===== config.mk =====
export PLATFORM = sky130hd
export DESIGN_NAME = aidan_mcnay_pulse_stretcher
export DESIGN_NICKNAME = d
export VERILOG_FILES = /design/src/rtl/aidan_mcnay_pulse_stretcher.sv
export SDC_FILE = /design/constraint.sdc
export NUM_CORES = 1
export LEC_CHECK = 0
export CAP_MARGIN = 40
export CORE_MARGIN = 1.5
export CORE_UTILIZATION = 45
export CTS_CLUSTER_SIZE = 20
export DETAILED_ROUTE_END_ITERATION = 12
export PLACE_DENSITY = 0.67
export SYNTH_ARGS = -nofsm -noshare
export SYNTH_HDL_FRONTEND = slang
export SYNTH_SLANG_ARGS = --single-unit

===== constraint.sdc =====
create_clock -name clk -period 2.3 [get_ports clk]
set_input_delay 0.46 -clock clk [delete_from_list [all_inputs] [get_ports clk]]
set_output_delay 0.46 -clock clk [all_outputs]
set_load 0.03 [all_outputs]

===== src/rtl/aidan_mcnay_pulse_stretcher.sv =====
// rtl/aidan_mcnay_pulse_stretcher.sv - turns each rising edge of in into one clean out pulse
// Guarantees a minimum high width and low gap; extra edges are queued, never merged.
module aidan_mcnay_pulse_stretcher #(
    parameter int HIGH_CYCLES = 8,
    parameter int LOW_CYCLES  = 8,
    parameter int PEND_W      = 4
) (
    input  logic              clk,
    input  logic              reset,
    input  logic              in,
    output logic              out,
    output logic              busy,
    output logic [PEND_W-1:0] pend_count,
    output logic              overflow
);

    localparam int MAX_CYC = (HIGH_CYCLES > LOW_CYCLES) ? HIGH_CYCLES : LOW_CYCLES;
    localparam int TW      = $clog2(MAX_CYC + 1);

    localparam logic [1:0] ST_IDLE = 2'd0;
    localparam logic [1:0] ST_HIGH = 2'd1;
    localparam logic [1:0] ST_GAP  = 2'd2;

    localparam logic [TW-1:0]     HIGH_LD  = TW'(HIGH_CYCLES);
    localparam logic [TW-1:0]     LOW_LD   = TW'(LOW_CYCLES);
    localparam logic [TW-1:0]     TMR_ONE  = TW'(1);
    localparam logic [PEND_W-1:0] PEND_ONE = PEND_W'(1);
    localparam logic [PEND_W-1:0] PEND_MAX = '1;

    logic [1:0]        state_q, state_d;
    logic [TW-1:0]     timer_q, timer_d;
    logic              out_q, out_d;
    logic              in_q, in_d;
    logic [PEND_W-1:0] pend_q, pend_d;
    logic              ovf_q, ovf_d;

    logic ev;
    logic pend_nz;
    logic tmr_last;
    logic start;

    always_comb begin
        in_d     = in;
        ev       = in & ~in_q;
        pend_nz  = (pend_q != '0);
        tmr_last = (timer_q == TMR_ONE);
        start    = (ev | pend_nz) &
                   ((state_q == ST_IDLE) | ((state_q == ST_GAP) & tmr_last));

        state_d = state_q;
        timer_d = timer_q;
        out_d   = out_q;
        pend_d  = pend_q;
        ovf_d   = ovf_q;

        case (state_q)
            ST_IDLE: begin
                if (start) begin
                    state_d = ST_HIGH;
                    timer_d = HIGH_LD;
                    out_d   = 1'b1;
                end
            end
            ST_HIGH: begin
                if (tmr_last) begin
                    state_d = ST_GAP;
                    timer_d = LOW_LD;
                    out_d   = 1'b0;
                end else begin
                    timer_d = timer_q - TMR_ONE;
                end
            end
            ST_GAP: begin
                if (tmr_last && start) begin
                    state_d = ST_HIGH;
                    timer_d = HIGH_LD;
                    out_d   = 1'b1;
                end else if (tmr_last) begin
                    state_d = ST_IDLE;
                    timer_d = '0;
                end else begin
                    timer_d = timer_q - TMR_ONE;
                end
            end
            default: begin
                state_d = ST_IDLE;
                timer_d = '0;
                out_d   = 1'b0;
            end
        endcase

        // A start with a queued event consumes it while any new edge takes its slot.
        if (start) begin
            if (pend_nz && !ev) begin
                pend_d = pend_q - PEND_ONE;
            end
        end else if (ev) begin
            if (pend_q == PEND_MAX) begin
                ovf_d = 1'b1;
            end else begin
                pend_d = pend_q + PEND_ONE;
            end
        end
    end

    always_ff @(posedge clk or negedge reset) begin
        if (!reset) begin
            state_q <= ST_IDLE;
            timer_q <= '0;
            out_q   <= 1'b0;
            in_q    <= 1'b0;
            pend_q  <= '0;
            ovf_q   <= 1'b0;
        end else begin
            state_q <= state_d;
            timer_q <= timer_d;
            out_q   <= out_d;
            in_q    <= in_d;
            pend_q  <= pend_d;
            ovf_q   <= ovf_d;
        end
    end

    assign out        = out_q;
    assign busy       = (state_q != ST_IDLE);
    assign pend_count = pend_q;
    assign overflow   = ovf_q;

endmodule

==> impl_results.md, run 1 <==
- Tcrit/Tclk final: 91.6%
- RSZ-0062 raised after global routing: no
- Core Footprint: 1710 um2
- Vias in the first global route: 627
- Slew @ Worst Pin: 0.574 ns
- Worst-path clk slew: 0.09 ns
- Post-Synth Simple-Gate Area: 20.2%
- Synth unique cells: 33
- CP Launch Type: flop
- DRC: 0
- Hold Path Class: flop to flop
- Num rows: 15
- Die height: 45.3 um
- Minimum clock period: 2.11 ns
- H-Tree Depth: 1
- Final Hold Fails: 0
- Final Max Tran Viols: 0
- Initial DRC Count: 5
- Later-pin clock latency in the skew report: 0.28 ns
- Post-synthesis sequential area ratio: 40.5%
- Share of cells above drive strength 1: 18.2%
- Placed Cells: 120
- GR Overflow Total: 0
- Post-route setup TNS: 0 ns
- Status: finished, final reports clean
- Full die area: 2050 um2
- Total track usage: 17.7%
- Effective utilization at floorplan: 47.0%
- Buffers on Ports: 9
- Synth Cell Area: 803 um2
- Number of synthesized register bits: 13
- Slew headroom: 61.6%
- Worst path arrival time: 1.65 ns
- Maxcap violations: 0
- Tot Pwr: 1370 uW
- Most frequent cells in the layout: dfrtp_1, clkdlybuf4s50_1, nand2_1, buf_4
- Total CTS buffers: 3
- Synth Area in Compound Gates: 19.3%
- Non-Filler Instances: 124
- Number of hold buffers added after cts: 0
- Ys async rst share: 100%
- Clock Path Buffers: 2
- Crit path largest cell delay: 0.59 ns
- Die width: 45.3 um
- Crit path cell chain: nor2_1 -> inv_1 -> clkdlybuf4s50_1
- Worst Path Class, Setup: flop to output pin
- Synth Area in XOR/XNOR: 3.27%
- Adder-cell share of the synthesized area: 4.67%
- Worst setup EP type: output pin
- Top_reg_cell synth: dfrtp_1
- Clk root buf: clkbuf_4
- Post-Synthesis Net Count: 88
- EDFF count, synth: 0
- Leakage: 0.000407 uW
- Commonest non-fill, non-tap cell in the layout: dfrtp_1
- Final setup viols: 0
- Post-synthesis cell count: 82
- Final instance area: 990 um2
- Pwr/cell area: 1380 nW/um2
- Final WL: 1550 um
- Crit path max-delay cell type: clkdlybuf4s50_1
- Placed cell areas: 956 um2
- First-pass GRT wire length: 2580 um
- Synth-to-layout area growth: 23.2%
- WHS: 0.482 ns
- CP required: 1.84 ns
- Avg Inst Size Synth: 9.80 um2
- Vias/cell: 5.20
- Crit path max-delay family: buffers and inverters
- Routed WL per cell: 12.5 um
- Initial antenna violation count: 0
- Drt first pass iters: 2
- # clock sinks: 13
- Antenna Nets Post-Route: 0
- Final #Nets: 106
- Max FO, Critical Path: 5
- TritonCTS clock tree: yes
- Worst vdd ir: 0.867 mV
- Ant diodes: 0
- Worst Clk Skew: 0.00883 ns
- Hpwl dp: 1170 um
- Largest family of logic cells by synthesized area: simple AND/OR/NAND/NOR gates
- Via count: 645
- Yosys Warn Count: 0
- Ports: 10
- CP bufs+invs: 2
- Routability cong.: 0.841
- Post-synthesis mux area share: 6.54%
- Largest net degree at the start of global routing: 14
- Fmax: 475 MHz
[path summary, 6_finish.rpt]
path                       slack, ns            end        from  cells past startpoint
min in group asynchronous       0.54           in_q       reset                      1
min                             0.48       overflow    overflow                      1
max                             0.19           busy  state_q[0]                      3
min reg2reg                     0.48       overflow    overflow                      1
max in group asynchronous       1.38     timer_q[1]       reset                      1
max reg2reg                     0.21  pend_count[1]  timer_q[1]                      7
[cells by family (layout without fill, tap and decap cells)]
logic type | after synthesis | after routing
AO/OA/AOI/OAI | 19 | 19
XOR/XNOR | 3 | 3
adder cells (fa/ha/maj) | 3 | 3
buffers and inverters | 9 | 26
flip-flops | 13 | 13
multiplexers | 5 | 5
AND/OR/NAND/NOR | 30 | 30
[registers in the layout, indices dropped and copies added (netlist names)]
signal      count
overflow        1
in_q            1
state_q         2
timer_q         4
out             1
pend_count      4
[cells in the mapped netlist, types with 3 or more instances]
master   number  area share (%)
o21ai_0       4             2.5
inv_1         6             2.8
ha_1          3             4.7
dfrtp_1      13              40
nand2_1       8             3.7
nor2_1        6             2.8
nor3_1        3             1.9
mux2i_1       3             3.7
[worst reg2reg max path: cells and delay by family (launching register included)]
family,cells,cell delay (ns)
fa+ha+maj,2,0.48
buf+inv,1,0.08
flops,1,0.40
mux,2,0.63
simple gates,2,0.40
[per-stage QoR]
stage / util [%] / setup WS (ns)
after global routing: 57.9 / 0.0618
final: 57.9 / 0.194
after detailed placement: 56.0 / 0.135
after CTS: 57.6 / 0.180
after global placement: 56.0 / 0.168
after floorplan: - / 0.0841
[final cells by class]
type | instances | area [um2]
fill | 157 | 718
multi-input combinational | 60 | 440
sequential | 13 | 325
timing repair buffer | 16 | 143
tap | 25 | 31.3
clock buffer | 3 | 22.5
inverter | 6 | 22.5
clock inverter | 1 | 5.00
[where the power goes]
part	internal (uW)	total (uW)	leakage (uW)	switching [uW]
Combinational	378	803	0.000240	425
Sequential	329	421	0.000149	92.3
Clock	64.6	145	0.0000177	80.3
Total	771	1370	0.000407	598
[routing by layer]
metal	GRT usage, %	up-vias	wire length [um]	share of wire [%]
met3	6.00	2	47	3.0
met5	0	-	0	0
met4	3.53	0	12	0.77
met2	31.4	10	763	49
met1	20.6	299	730	47
li1	-	334	-	-
[repair_timing]
item                                   in CTS  in global routing
resized for setup                           0                  1
setup buffers                               0                  0
setup endpoints to repair                   0                  1
endpoints found under the hold margin       0                  0
(Power assumes the default switching activity.)
==> inputs of run 2 (changes only) <==
Settings changed: CELL_PAD_IN_SITES_DETAIL_PLACEMENT from default to 0, CELL_PAD_IN_SITES_GLOBAL_PLACEMENT from default to 1, CORE_UTILIZATION 45 to 41, PLACE_DENSITY 0.67 to default, PLACE_DENSITY_LB_ADDON from default to 0.1.
==> run 2 against run 1 <==
Non-clock buffer count rose by 1. Clock power about the same. Register-to-register slack hardly changed. Die area up 9.1%. Worst hold slack got worse by 0.0050 ns. Sequential power barely moved. Critical path depth stayed put. Routed wire length increased by 6.6%. Critical path type unchanged.
==> impl_results.md, run 2 (same netlist as run 1, synthesis figures left out) <==
- Status: finished, final reports clean (unchanged)
- GR Overflow Total: 0 (unchanged)
- Post-route setup TNS: 0 ns (unchanged)
- Register Area: 325 um2 (unchanged)
- Final Hold Fails: 0 (unchanged)
- DRC: 0 (unchanged)
- # clock sinks: 13 (unchanged)
- Hpwl dp: 1280 um (was 1170 um)
- Leakage: 0.000408 uW (was 0.000407 uW)
- Maxcap violations: 0 (unchanged)
- First-pass GRT wire length: 2860 um (was 2580 um)
- Clock power frac: 10.5% (was 10.6%)
- Fmax: 463 MHz (was 475 MHz)
- Sw Share: 43.1% (was 43.7%)
- P_sw: 589 uW (was 598 uW)
- RSZ-0062 raised after global routing: no (unchanged)
- CTS resizes: 0 (unchanged)
- H-Tree Depth: 1 (unchanged)
- Power share of the sequential group: 30.8% (was 30.7%)
- Worst Path Class, Setup: flop to output pin (unchanged)
- Final WL: 1660 um (was 1550 um)
- Buffers on Ports: 9 (unchanged)
- Number of fill cells: 181 (was 157)
- Die height: 47.3 um (was 45.3 um)
- Initial antenna violation count: 0 (unchanged)
- Max FO, Critical Path: 7 (was 5)
- Routability cong.: 0.754 (was 0.841)
- Largest net degree at the start of global routing: 14 (unchanged)
- Worst vdd ir: 0.584 mV (was 0.867 mV)
- Worst-path clk slew: 0.08 ns (was 0.09 ns)
- Worst path arrival time: 1.70 ns (was 1.65 ns)
- Drt first pass iters: 4 (was 2)
- Effective utilization at floorplan: 45.1% (was 47.0%)
- Antenna Nets Post-Route: 0 (unchanged)
- Total track usage: 18.7% (was 17.7%)
- Core Footprint: 1780 um2 (was 1710 um2)
- Internal cell power: 778 uW (was 771 uW)
- Final Max Tran Viols: 0 (unchanged)
- Worst setup EP type: output pin (unchanged)
- Logic pwr share: 58.8% (was 58.7%)
- Ant diodes: 0 (unchanged)
- Full die area: 2230 um2 (was 2050 um2)
- Worst reg2reg setup slack: 0.22 ns (was 0.21 ns)
- TritonCTS clock tree: yes (unchanged)
- Hold Path Class: flop to flop (unchanged)
- CP required: 1.84 ns (about the same)
- Via count: 671 (was 645)
- Final #Nets: 107 (was 106)
- Initial DRC Count: 9 (was 5)
- Clk root buf: clkbuf_4 (unchanged)
- Placed cell areas: 963 um2 (was 956 um2)
- Most frequent cells in the layout: dfrtp_1, clkdlybuf4s50_1, nand2_1, buf_4 (unchanged)
- Tcrit/Tclk final: 93.8% (was 91.6%)
- Num rows: 15 (unchanged)
- Number of hold buffers added after cts: 0 (unchanged)
- Later-pin clock latency in the skew report: 0.27 ns (was 0.28 ns)
- Pwr/cell area: 1380 nW/um2 (about the same)
- Vias in the first global route: 628 (was 627)
- Total CTS buffers: 3 (unchanged)
- Routed WL per cell: 13.2 um (was 12.5 um)
- Vias/cell: 5.37 (was 5.20)
- Die width: 47.3 um (was 45.3 um)
- Slew headroom: 60.6% (was 61.6%)
- Post-CTS Setup Bufs: 0 (unchanged)
- Commonest non-fill, non-tap cell in the layout: dfrtp_1 (unchanged)
- Clock Path Buffers: 2 (unchanged)
- Worst Clk Skew: 0.00223 ns (was 0.00883 ns)
- Share of cells above drive strength 1: 17.0% (was 18.2%)
- Final setup viols: 0 (unchanged)
- Multi-input combinational cell area: 434 um2 (was 440 um2)
- WHS: 0.477 ns (was 0.482 ns)
- CP Launch Type: flop (unchanged)
- Minimum clock period: 2.16 ns (was 2.11 ns)
- Final instance area: 990 um2 (unchanged)
- Slew @ Worst Pin: 0.589 ns (was 0.574 ns)
- Ports: 10 (unchanged)
- Synth-to-layout area growth: 23.2% (unchanged)
-- run 2: cell types whose count changed in the layout (fill, tap and decap cells not counted) --
| cell | delta |
|---|---|
| nor4b_1 | +1 |
| clkinv_2 | -1 |
| buf_4 | +1 |
| clkbuf_1 | +1 |
| nor4b_2 | -1 |
-- run 2: path summary, 6_finish.rpt --
check | startpoint | end | depth (start not counted)
hold reg to reg | overflow | overflow | 1
setup / recovery | state_q[0] | busy | 3
hold / removal | overflow | overflow | 1
setup reg to reg | timer_q[1] | pend_count[1] | 7
max in group asynchronous | reset | timer_q[3] | 1
min in group asynchronous | reset | pend_count[1] | 1
-- run 2: power by group through the flow --
stage	Sequential (uW)	Combinational [uW]	Clock, uW
2_1_floorplan	526	445	0
4_1_cts	422	813	152
3_5_place_dp	426	810	0
5_1_grt	438	882	159
6_report	421	803	143
3_3_place_gp	426	800	0
-- run 2: metrics by stage --
step / setup WS [ns] / power (uW) / utilization, % / instances
6_report: 0.142 / 1370 / 55.5 / 125
5_1_grt: 0.0330 / 1480 / 55.5 / 125
3_3_place_gp: 0.163 / 1230 / 54.0 / 121
4_1_cts: 0.120 / 1390 / 55.5 / 125
2_1_floorplan: 0.0841 / 971 / - / 82
3_5_place_dp: 0.103 / 1240 / 54.0 / 121
-- run 2: per-layer routing --
| metal | vias to the layer above | track usage, % | wire length (um) |
|---|---|---|---|
| li1 | 334 | - | - |
| met1 | 323 | 23.5 | 744 |
| met2 | 10 | 31.1 | 837 |
| met3 | 4 | 3.46 | 51 |
| met4 | 0 | 8.33 | 22 |
| met5 | - | 0 | 0 |
-- run 2: critical path, cell delays in order (launching register included) --
cell	delay [ns]
dfrtp_1	0.47
nor2_1	0.27
inv_1	0.08
clkdlybuf4s50_1	0.59
-- run 2: final cells by class --
| cell class | count | area share (%) |
|---|---|---|
| clock buffers | 4 | 2.65 |
| flip-flops and latches | 13 | 32.9 |
| multi-input cells | 60 | 43.9 |
| inverters | 6 | 2.28 |
| well taps | 25 | 3.16 |
| repair buffers | 17 | 15.2 |
==> inputs of run 3 (changes only) <==
Settings changed: CORE_UTILIZATION 41 to 40, CTS_CLUSTER_DIAMETER from default to 150.
==> run 3 against run 2 <==
Fmax up 0.27%. Cell area up 0.25%. Register-to-register slack worse by 0.06 ns. Worst setup slack better by 0.0058 ns. Clock skew down 0.00056 ns. Clock power about the same.
==> impl_results.md, run 3 (same netlist as run 1, synthesis figures left out) <==
- RSZ-0062 raised after global routing: no (unchanged)
- Clk root buf: clkbuf_4 (unchanged)
- Hold Crit Start: overflow (unchanged)
- Leakage: 0.000408 uW (unchanged)
- TritonCTS clock tree: yes (unchanged)
- Placed Cells: 123 (was 121)
- Most frequent cells in the layout: dfrtp_1, clkdlybuf4s50_1, nand2_1, buf_4 (unchanged)
- Post-CTS Setup Bufs: 0 (unchanged)
- Sw Share: 43.3% (was 43.1%)
- Final Hold Fails: 0 (unchanged)
- Slew @ Worst Pin: 0.613 ns (was 0.589 ns)
- Register Area: 325 um2 (unchanged)
- Later-pin clock latency in the skew report: 0.28 ns (was 0.27 ns)
- Max FO, Critical Path: 5 (was 7)
- Buffers on Ports: 9 (unchanged)
- Worst-path clk slew: 0.08 ns (about the same)
- Non-Filler Instances: 127 (was 125)
- Vias in the first global route: 656 (was 628)
- Worst Path Class, Setup: flop to output pin (unchanged)
- Ports: 10 (unchanged)
- P_sw: 596 uW (was 589 uW)
- Worst setup EP type: output pin (unchanged)
- Clock Path Buffers: 2 (unchanged)
- FF-to-FF path depth: 7 (unchanged)
- Largest net degree at the start of global routing: 14 (unchanged)
- Met2 Routed Length: 907 um (was 837 um)
- Effective utilization at floorplan: 41.8% (was 45.1%)
- Initial antenna violation count: 0 (unchanged)
- Tcrit/Tclk final: 93.6% (was 93.8%)
- DR WL met3: 36 um (was 51 um)
- Full die area: 2290 um2 (was 2230 um2)
- Fmax: 465 MHz (was 463 MHz)
- Worst Setup SP: state_q[0] (unchanged)
- Final #Nets: 107 (unchanged)
- Minimum clock period: 2.15 ns (was 2.16 ns)
- Worst path arrival time: 1.69 ns (was 1.70 ns)
- H-Tree Depth: 1 (unchanged)
- Number of hold buffers added after cts: 0 (unchanged)
- Logic pwr share: 59.3% (was 58.8%)
- Share of cells above drive strength 1: 17.0% (unchanged)
- Internal cell power: 779 uW (was 778 uW)
- Vias/cell: 5.42 (was 5.37)
- Core Footprint: 1920 um2 (was 1780 um2)
- Final WL: 1730 um (was 1660 um)
- CP required: 1.84 ns (about the same)
- Worst Hold Path Cells: 1 (unchanged)
- Hpwl dp: 1350 um (was 1280 um)
- Num rows: 16 (was 15)
- Hold Path Class: flop to flop (unchanged)
- First-pass GRT wire length: 2820 um (was 2860 um)
- DRC: 0 (unchanged)
- Clock power frac: 10.3% (was 10.5%)
- Die width: 47.8 um (was 47.3 um)
- Slew headroom: 59.0% (was 60.6%)
- Met1 Wirelength: 750 um (was 744 um)
- Final setup viols: 0 (unchanged)
- Final Max Tran Viols: 0 (unchanged)
- Top sig layer: met4 (unchanged)
- Worst vdd ir: 0.614 mV (was 0.584 mV)
- Status: finished, final reports clean (unchanged)
- CP Launch Type: flop (unchanged)
- GR Overflow Total: 0 (unchanged)
- Ant diodes: 0 (unchanged)
- Fin util: 51.6% (was 55.5%)
- Routed WL per cell: 13.7 um (was 13.2 um)
- Commonest non-fill, non-tap cell in the layout: dfrtp_1 (unchanged)
- CTS resizes: 0 (unchanged)
- Total CTS buffers: 3 (unchanged)
- Worst Clk Skew: 0.00167 ns (was 0.00223 ns)
- Initial DRC Count: 6 (was 9)
- Synth-to-layout area growth: 23.5% (was 23.2%)
- Multi-input combinational cell area: 434 um2 (unchanged)
- Total track usage: 17.9% (was 18.7%)
- Post-route setup TNS: 0 ns (unchanged)
- Power share of the sequential group: 30.4% (was 30.8%)
- Number of fill cells: 200 (was 181)
- Reg2reg start: timer_q[1] (unchanged)
- Maxcap violations: 0 (unchanged)
- Final instance area: 992 um2 (was 990 um2)
- Antenna Nets Post-Route: 0 (unchanged)
- Routability cong.: 0.757 (was 0.754)
- Via count: 688 (was 671)
- Die height: 47.8 um (was 47.3 um)
- Placed cell areas: 966 um2 (was 963 um2)
- Drt first pass iters: 3 (was 4)
- Pwr/cell area: 1390 nW/um2 (was 1380 nW/um2)
- # clock sinks: 13 (unchanged)
[run 3: cell counts in the layout (fill, tap and decap cells not counted)]
No cell type changed its count.
[run 3: critical path, cell delays in order, from the launching register on]
cell	delay (ns)
dfrtp_1	0.44
nor2_1	0.31
inv_1	0.07
clkdlybuf4s50_1	0.60
[run 3: final timing paths]
kind                                  to  slack [ns]
max                                 busy        0.15
min                             overflow        0.48
max reg2reg                pend_count[1]        0.16
min reg2reg                     overflow        0.48
max in group asynchronous           in_q        1.34
min in group asynchronous     timer_q[3]        0.56
[run 3: stage by stage]
stage | setup WS [ns] | hold WS [ns] | power, uW
after floorplan | 0.0841 | 0.164 | 971
after global routing | 0.0298 | 0.519 | 1480
after global placement | 0.159 | 0.459 | 1230
after detailed placement | 0.104 | 0.469 | 1240
after CTS | 0.146 | 0.487 | 1390
final | 0.148 | 0.480 | 1370
[run 3: routing by layer]
| metal | GRT usage [%] | up-vias |
|---|---|---|
| met2 | 31.5 | 8 |
| met3 | 2.26 | 5 |
| met4 | 9.73 | 0 |
| li1 | - | 335 |
| met1 | 20.8 | 340 |
| met5 | 0 | - |
[run 3: layout make-up]
type | count | share of cell area (%)
Timing Repair Buffer | 17 | 15.1
Inverter | 6 | 2.27
Clock buffer | 4 | 2.65
Tap cell | 27 | 3.40
Sequential cell | 13 | 32.8
Multi-Input combinational cell | 60 | 43.8
[run 3: power by group through the flow]
stage / combinational (uW) / sequential [uW] / clock [uW]
CTS: 825 / 417 / 145
detailed placement: 821 / 422 / 0
finish: 815 / 418 / 142
floorplan: 445 / 526 / 0
global route: 899 / 430 / 153
global placement: 809 / 421 / 0
==> RTL edit 1 (flow settings as in run 2) <==
Change the parameter `PEND_W` from 4 to 6.
--- a/src/rtl/aidan_mcnay_pulse_stretcher.sv
+++ b/src/rtl/aidan_mcnay_pulse_stretcher.sv
@@ -5,3 +5,3 @@
     parameter int LOW_CYCLES  = 8,
-    parameter int PEND_W      = 4
+    parameter int PEND_W      = 6
 ) (
Ports: changed (resized pend_count); port bits go from 10 to 12. No check against the original RTL was run, so the function may have changed too.
==> RTL edit 1 against run 2 <==
- the run now ends with setup timing left
- setup slack got worse by 550 ps
- via count rose by 23%
- area after synthesis rose by 17%
- core utilization rose by 8.4 points
- global-route usage rose by 0.86 points
- routed wire length rose by 34%
- non-clock buffer count rose by 19
- sequential cell count rose by 2
- final area rose by 41%
- highest routed layer is now met3
- critical path depth rose by 5
Power is not compared: it rests on default switching activity, and its combinational part moved more than twofold at a synthesized area within 25%.
==> RTL edit 1: results (changes against run 2) <==
Final layout
  – Fillcell total: 189 (was 181)
  – Fin nets: 140 (was 107)
  – Layout cells sized above 1: 0.4109 (was 0.1700)

Worst setup path
  – FF-to-FF path depth: 8 (was 7)
  – Reg-to-Reg End: pend_count[4] (was pend_count[1])
  – CP Max Fanout: 5 (was 7)
  – Crit path DAT: 2900 ps (was 1700 ps)

Global route
  – Met2 Use GR: 0.3009 (was 0.3108)
  – GRT met3 Usage: 0.02632 (was 0.03462)
  – Largest net degree at the start of global routing: 16 (was 14)
  – Vias in the first global route: 802 (was 628)
  – First-pass GRT wire length: 3760 um (was 2856 um)

STA
  – PnR worst setup slack: -410.1 ps (was 141.9 ps)
  – Min Hold Slack: 467.7 ps (was 477.5 ps)
  – Final TNS setup: -1311 ps (was 0 ps)
  – Final setup viols: 5 (was 0)
  – Max-Slew Margin vs Limit: 0.6403 (was 0.6063)
  – Max Clock Skew: 6.976 ps (was 2.227 ps)

Clocking
  – Clock Latency Late Sink: 300 ps (was 270 ps)
  – Clock Pin Slew Worst Setup and Hold Paths: 110 ps (was 80 ps)

Yosys
  – Combinational family with the most area after synthesis: compound AO/OA/AOI/OAI gates (was simple AND/OR/NAND/NOR gates)
  – Adder-cell share of the synthesized area: 0.1011 (was 0.04673)
  – Xor-xnor portion of the synthesized cell area: 0.07447 (was 0.03271)
  – Yosys cell types: 38 (was 33)
  – Sequential fraction of the synthesis area: 0.3989 (was 0.4050)
  – Commonest cells post-synth: 15 x dfrtp_1, 7 x a21oi_1, 6 x ha_1 (was 13 x dfrtp_1, 8 x nand2_1, 6 x inv_1, 6 x nor2_1, 4 x o21ai_0)
  – Post-synth net total: 103 (was 88)
  – Post-synthesis compound-gate area fraction: 0.2021 (was 0.1931)

Placed design
  – DP Wirelength: 1586 um (was 1277 um)
  – DP Cell Count: 151 (was 121)
  – Placed Area: 1277 sq um (was 963.4 sq um)

Run status
  – Outcome: complete, but fails checks (was complete, no violations)
  – Violated checks: setup timing

Detailed routing
  – Met2 WL: 1015 um (was 837 um)
  – Top sig layer: met3 (was met4)
  – Vias after detailed routing: 826 (was 671)
  – Via density per instance: 5.261 (was 5.368)
  – M1 WL: 1152 um (was 744 um)
  – Post-Route WL: 2221 um (was 1656 um)
  – Met3 wire len: 54 um (was 51 um)
## RTL edit 1: cell types whose count changed in the layout (fill, tap and decap cells not counted), moves of 3 or more
cell,run 2,this run
ha_4,0,3
dfrtp_2,0,3
buf_6,0,3
buf_4,8,22
nand2_1,8,2
a21o_1,0,3
a21oi_1,2,5
## RTL edit 1: worst max-delay path by stage
stage | from | cells after the start | end | slack, ps
3_5_place_dp | in | 9 | pend_count[4] | -610
5_1_grt | pend_count[0] | 8 | pend_count[4] | -500
4_1_cts | pend_count[1] | 8 | pend_count[4] | -430
3_3_place_gp | in | 9 | pend_count[4] | -600
2_1_floorplan | pend_count[1] | 10 | pend_count[5] | -620
6_report | pend_count[1] | 8 | pend_count[4] | -410
## RTL edit 1: area by class of cell
type / instances / area [sq um] / area share
Inverter: 4 / 15.01 / 0.01072
Clock inverter: 1 / 7.507 / 0.005362
Sequential cell: 15 / 379.1 / 0.2708
Timing Repair Buffer: 36 / 311.5 / 0.2225
Tap cell: 28 / 35.03 / 0.02502
Clock buffer: 3 / 22.52 / 0.01609
Multi-Input combinational cell: 70 / 629.4 / 0.4495
## RTL edit 1: timing repair
| item | 4_1_cts | 5_1_grt |
|---|---|---|
| pin swaps | 6 | 7 |
| resized for setup | 11 | 6 |
| endpoints found under the setup margin | 5 | 6 |
| buffers inserted | 1 | 1 |
## RTL edit 1: power groups by stage
stage	Clock [mW]	Sequential (mW)	Combinational (mW)
final	0.170	0.476	1.88
after floorplan	0	0.649	0.837
after CTS	0.176	0.474	1.80
after detailed placement	0	0.475	1.60
after global routing	0.186	0.489	2.06
after global placement	0	0.471	1.57
## RTL edit 1: worst max-delay path, stage by stage, from the launching register on
cell,delay (ps)
dfrtp_2,420
or4_4,550
or4_4,430
and2_4,190
fa_2,350
a21o_1,190
a21oi_2,140
xnor2_1,80
mux2_2,260
==> RTL edit 2 (flow settings as in run 2) <==
Without the edit above. Put a register stage on the output `busy`, cleared by the reset. The value now appears one clock later. The other outputs are not delayed to match.
--- a/src/rtl/aidan_mcnay_pulse_stretcher.sv
+++ b/src/rtl/aidan_mcnay_pulse_stretcher.sv
@@ -124,3 +124,9 @@
     assign out        = out_q;
-    assign busy       = (state_q != ST_IDLE);
+    always_ff @(posedge clk or negedge reset) begin
+        if (!reset) begin
+            busy <= '0;
+        end else begin
+            busy <= (state_q != ST_IDLE);
+        end
+    end
     assign pend_count = pend_q;
Check against the original RTL: not equivalent (a bounded check fails within 4 cycles, from zero or initial values and one cycle with reset low).
==> RTL edit 2 against run 2 <==
- final area grew 8.6%
- setup slack lost 110 ps
- worst hold slack got worse by 1.2 ps
- sequential cell count up 1
- routed wire length grew 8.3%
- register-to-register slack worse by 190 ps
- area after synthesis up 0.93%
- synthesized cell count increased by 6.1%
- die area up 0.89%
- total power up 7.8%
- sequential share of layout area down 0.27 points
- via count up 9.7%
- sequential power shrank 2%
- largest cell class unchanged
==> RTL edit 2: results (changes against run 2) <==
Final layout
  – Final core occ: 0.6028 (was 0.5551)
  – Register area: 350.3 sq um (was 325.3 sq um)
  – Final sequential cell count: 14 (was 13)
  – Signal inverters: 5 (was 6)
  – Count of multi-input gates: 62 (was 60)
  – Data buffer area share: 0.1886 (was 0.1517)
  – Buffers excl. clock: 24 (was 17)
  – Layout cells sized above 1: 0.2385 (was 0.1700)
  – Fin nets: 116 (was 107)
  – Fillcell total: 172 (was 181)

Yosys
  – Sequential fraction of the synthesis area: 0.4321 (was 0.4050)
  – Yosys cell types: 35 (was 33)
  – Commonest cells post-synth: 14 x dfrtp_1, 6 x nand2_1 (was 13 x dfrtp_1, 8 x nand2_1, 6 x inv_1, 6 x nor2_1, 4 x o21ai_0)
  – Post-synth net total: 93 (was 88)
  – Area contributors post-synth: dfrtp_1 43%, ha_1 4.6%, nand3_1 3.1%, o21ai_0 3.1%, nand2_1 2.8% (was dfrtp_1 40%, ha_1 4.7%, mux2i_1 3.7%, nand2_1 3.7%, a2111oi_4 3.4%)
  – Syn avg cell area: 9.319 sq um (was 9.796 sq um)

Detailed routing
  – Wire per inst: 13.39 um (was 13.25 um)
  – Met3 wire len: 85 um (was 51 um)
  – Met2 WL: 780 um (was 837 um)
  – Post-Route WL: 1794 um (was 1656 um)

Worst setup path
  – CP startpoint: timer_q[1] (was state_q[0])
  – Critical-path top delay cell: or3b_4 (was clkdlybuf4s50_1)
  – Crit path DAT: 2490 ps (was 1700 ps)
  – Slowest stage delay, CP: 410 ps (was 590 ps)
  – R2R Setup Slk: 30 ps (was 220 ps)
  – Top Family by Delay on Critical Path: simple AND/OR/NAND/NOR gates (was buffers and inverters)
  – CP Max Fanout: 4 (was 7)

Global route
  – First-pass GRT wire length: 2870 um (was 2856 um)
  – Global Route Usage Sum: 0.1839 (was 0.1873)
  – Largest net degree at the start of global routing: 15 (was 14)
  – Met2 Use GR: 0.2486 (was 0.3108)
  – M1 GR Usage: 0.2874 (was 0.2347)
  – GRT met3 Usage: 0.02264 (was 0.03462)
  – Vias in the first global route: 635 (was 628)

Run status
  – Outcome: complete, no violations (unchanged)

STA
  – Min Hold Slack: 476.3 ps (was 477.5 ps)
  – Max Clock Skew: 2.340 ps (was 2.227 ps)
  – Post-route clock period utilization: 0.9872 (was 0.9383)
  – Worst Max-Slew Pin Slew: 636.8 ps (was 588.7 ps)

Hold path
  – Worst hold start: overflow (unchanged)

Power
  – Leakage: 0.4465 nW (was 0.4079 nW)
  – Maximum VDD drop: 0.0006851 V (was 0.0005840 V)

Placed design
  – GPL Wtd Cong: 0.7590 (was 0.7542)
  – DP Wirelength: 1322 um (was 1277 um)
  – DP Cell Count: 129 (was 121)
  – Worst slack, placed: -17.02 ps (was 102.7 ps)
  – Placed Area: 1011 sq um (was 963.4 sq um)

Floorplan
  – Die width: 47.47 um (was 47.26 um)
-- RTL edit 2: report_power, final --
part           leakage [nW]  switching, mW  internal (mW)
sequential            0.161         0.0745          0.339
combinational         0.264          0.456          0.424
clock                0.0210         0.0850         0.0964
total                 0.447          0.616          0.859
-- RTL edit 2: cell families (layout without fill, tap and decap cells) --
kind of cell	Yosys count	after routing	synth area share
xor+xnor	3	3	0.03241
simple gates	32	32	0.2161
flops	14	14	0.4321
mux	1	1	0.01389
fa+ha+maj	3	3	0.04630
buf+inv	11	33	0.06172
compound gates	23	23	0.1975
-- RTL edit 2: path summary, 6_finish.rpt --
path | end | depth (start not counted)
max | pend_count[2] | 11
max in group asynchronous | pend_count[3] | 1
max reg2reg | pend_count[2] | 11
min in group asynchronous | timer_q[0] | 1
min | overflow | 2
min reg2reg | overflow | 2
-- RTL edit 2: what timing repair did --
action                                  CTS  global route
pin swaps                                 0             2
endpoints found under the setup margin    1             2
resized for setup                         1             5
buffers inserted                          0             1
endpoints found under the hold margin     0             0
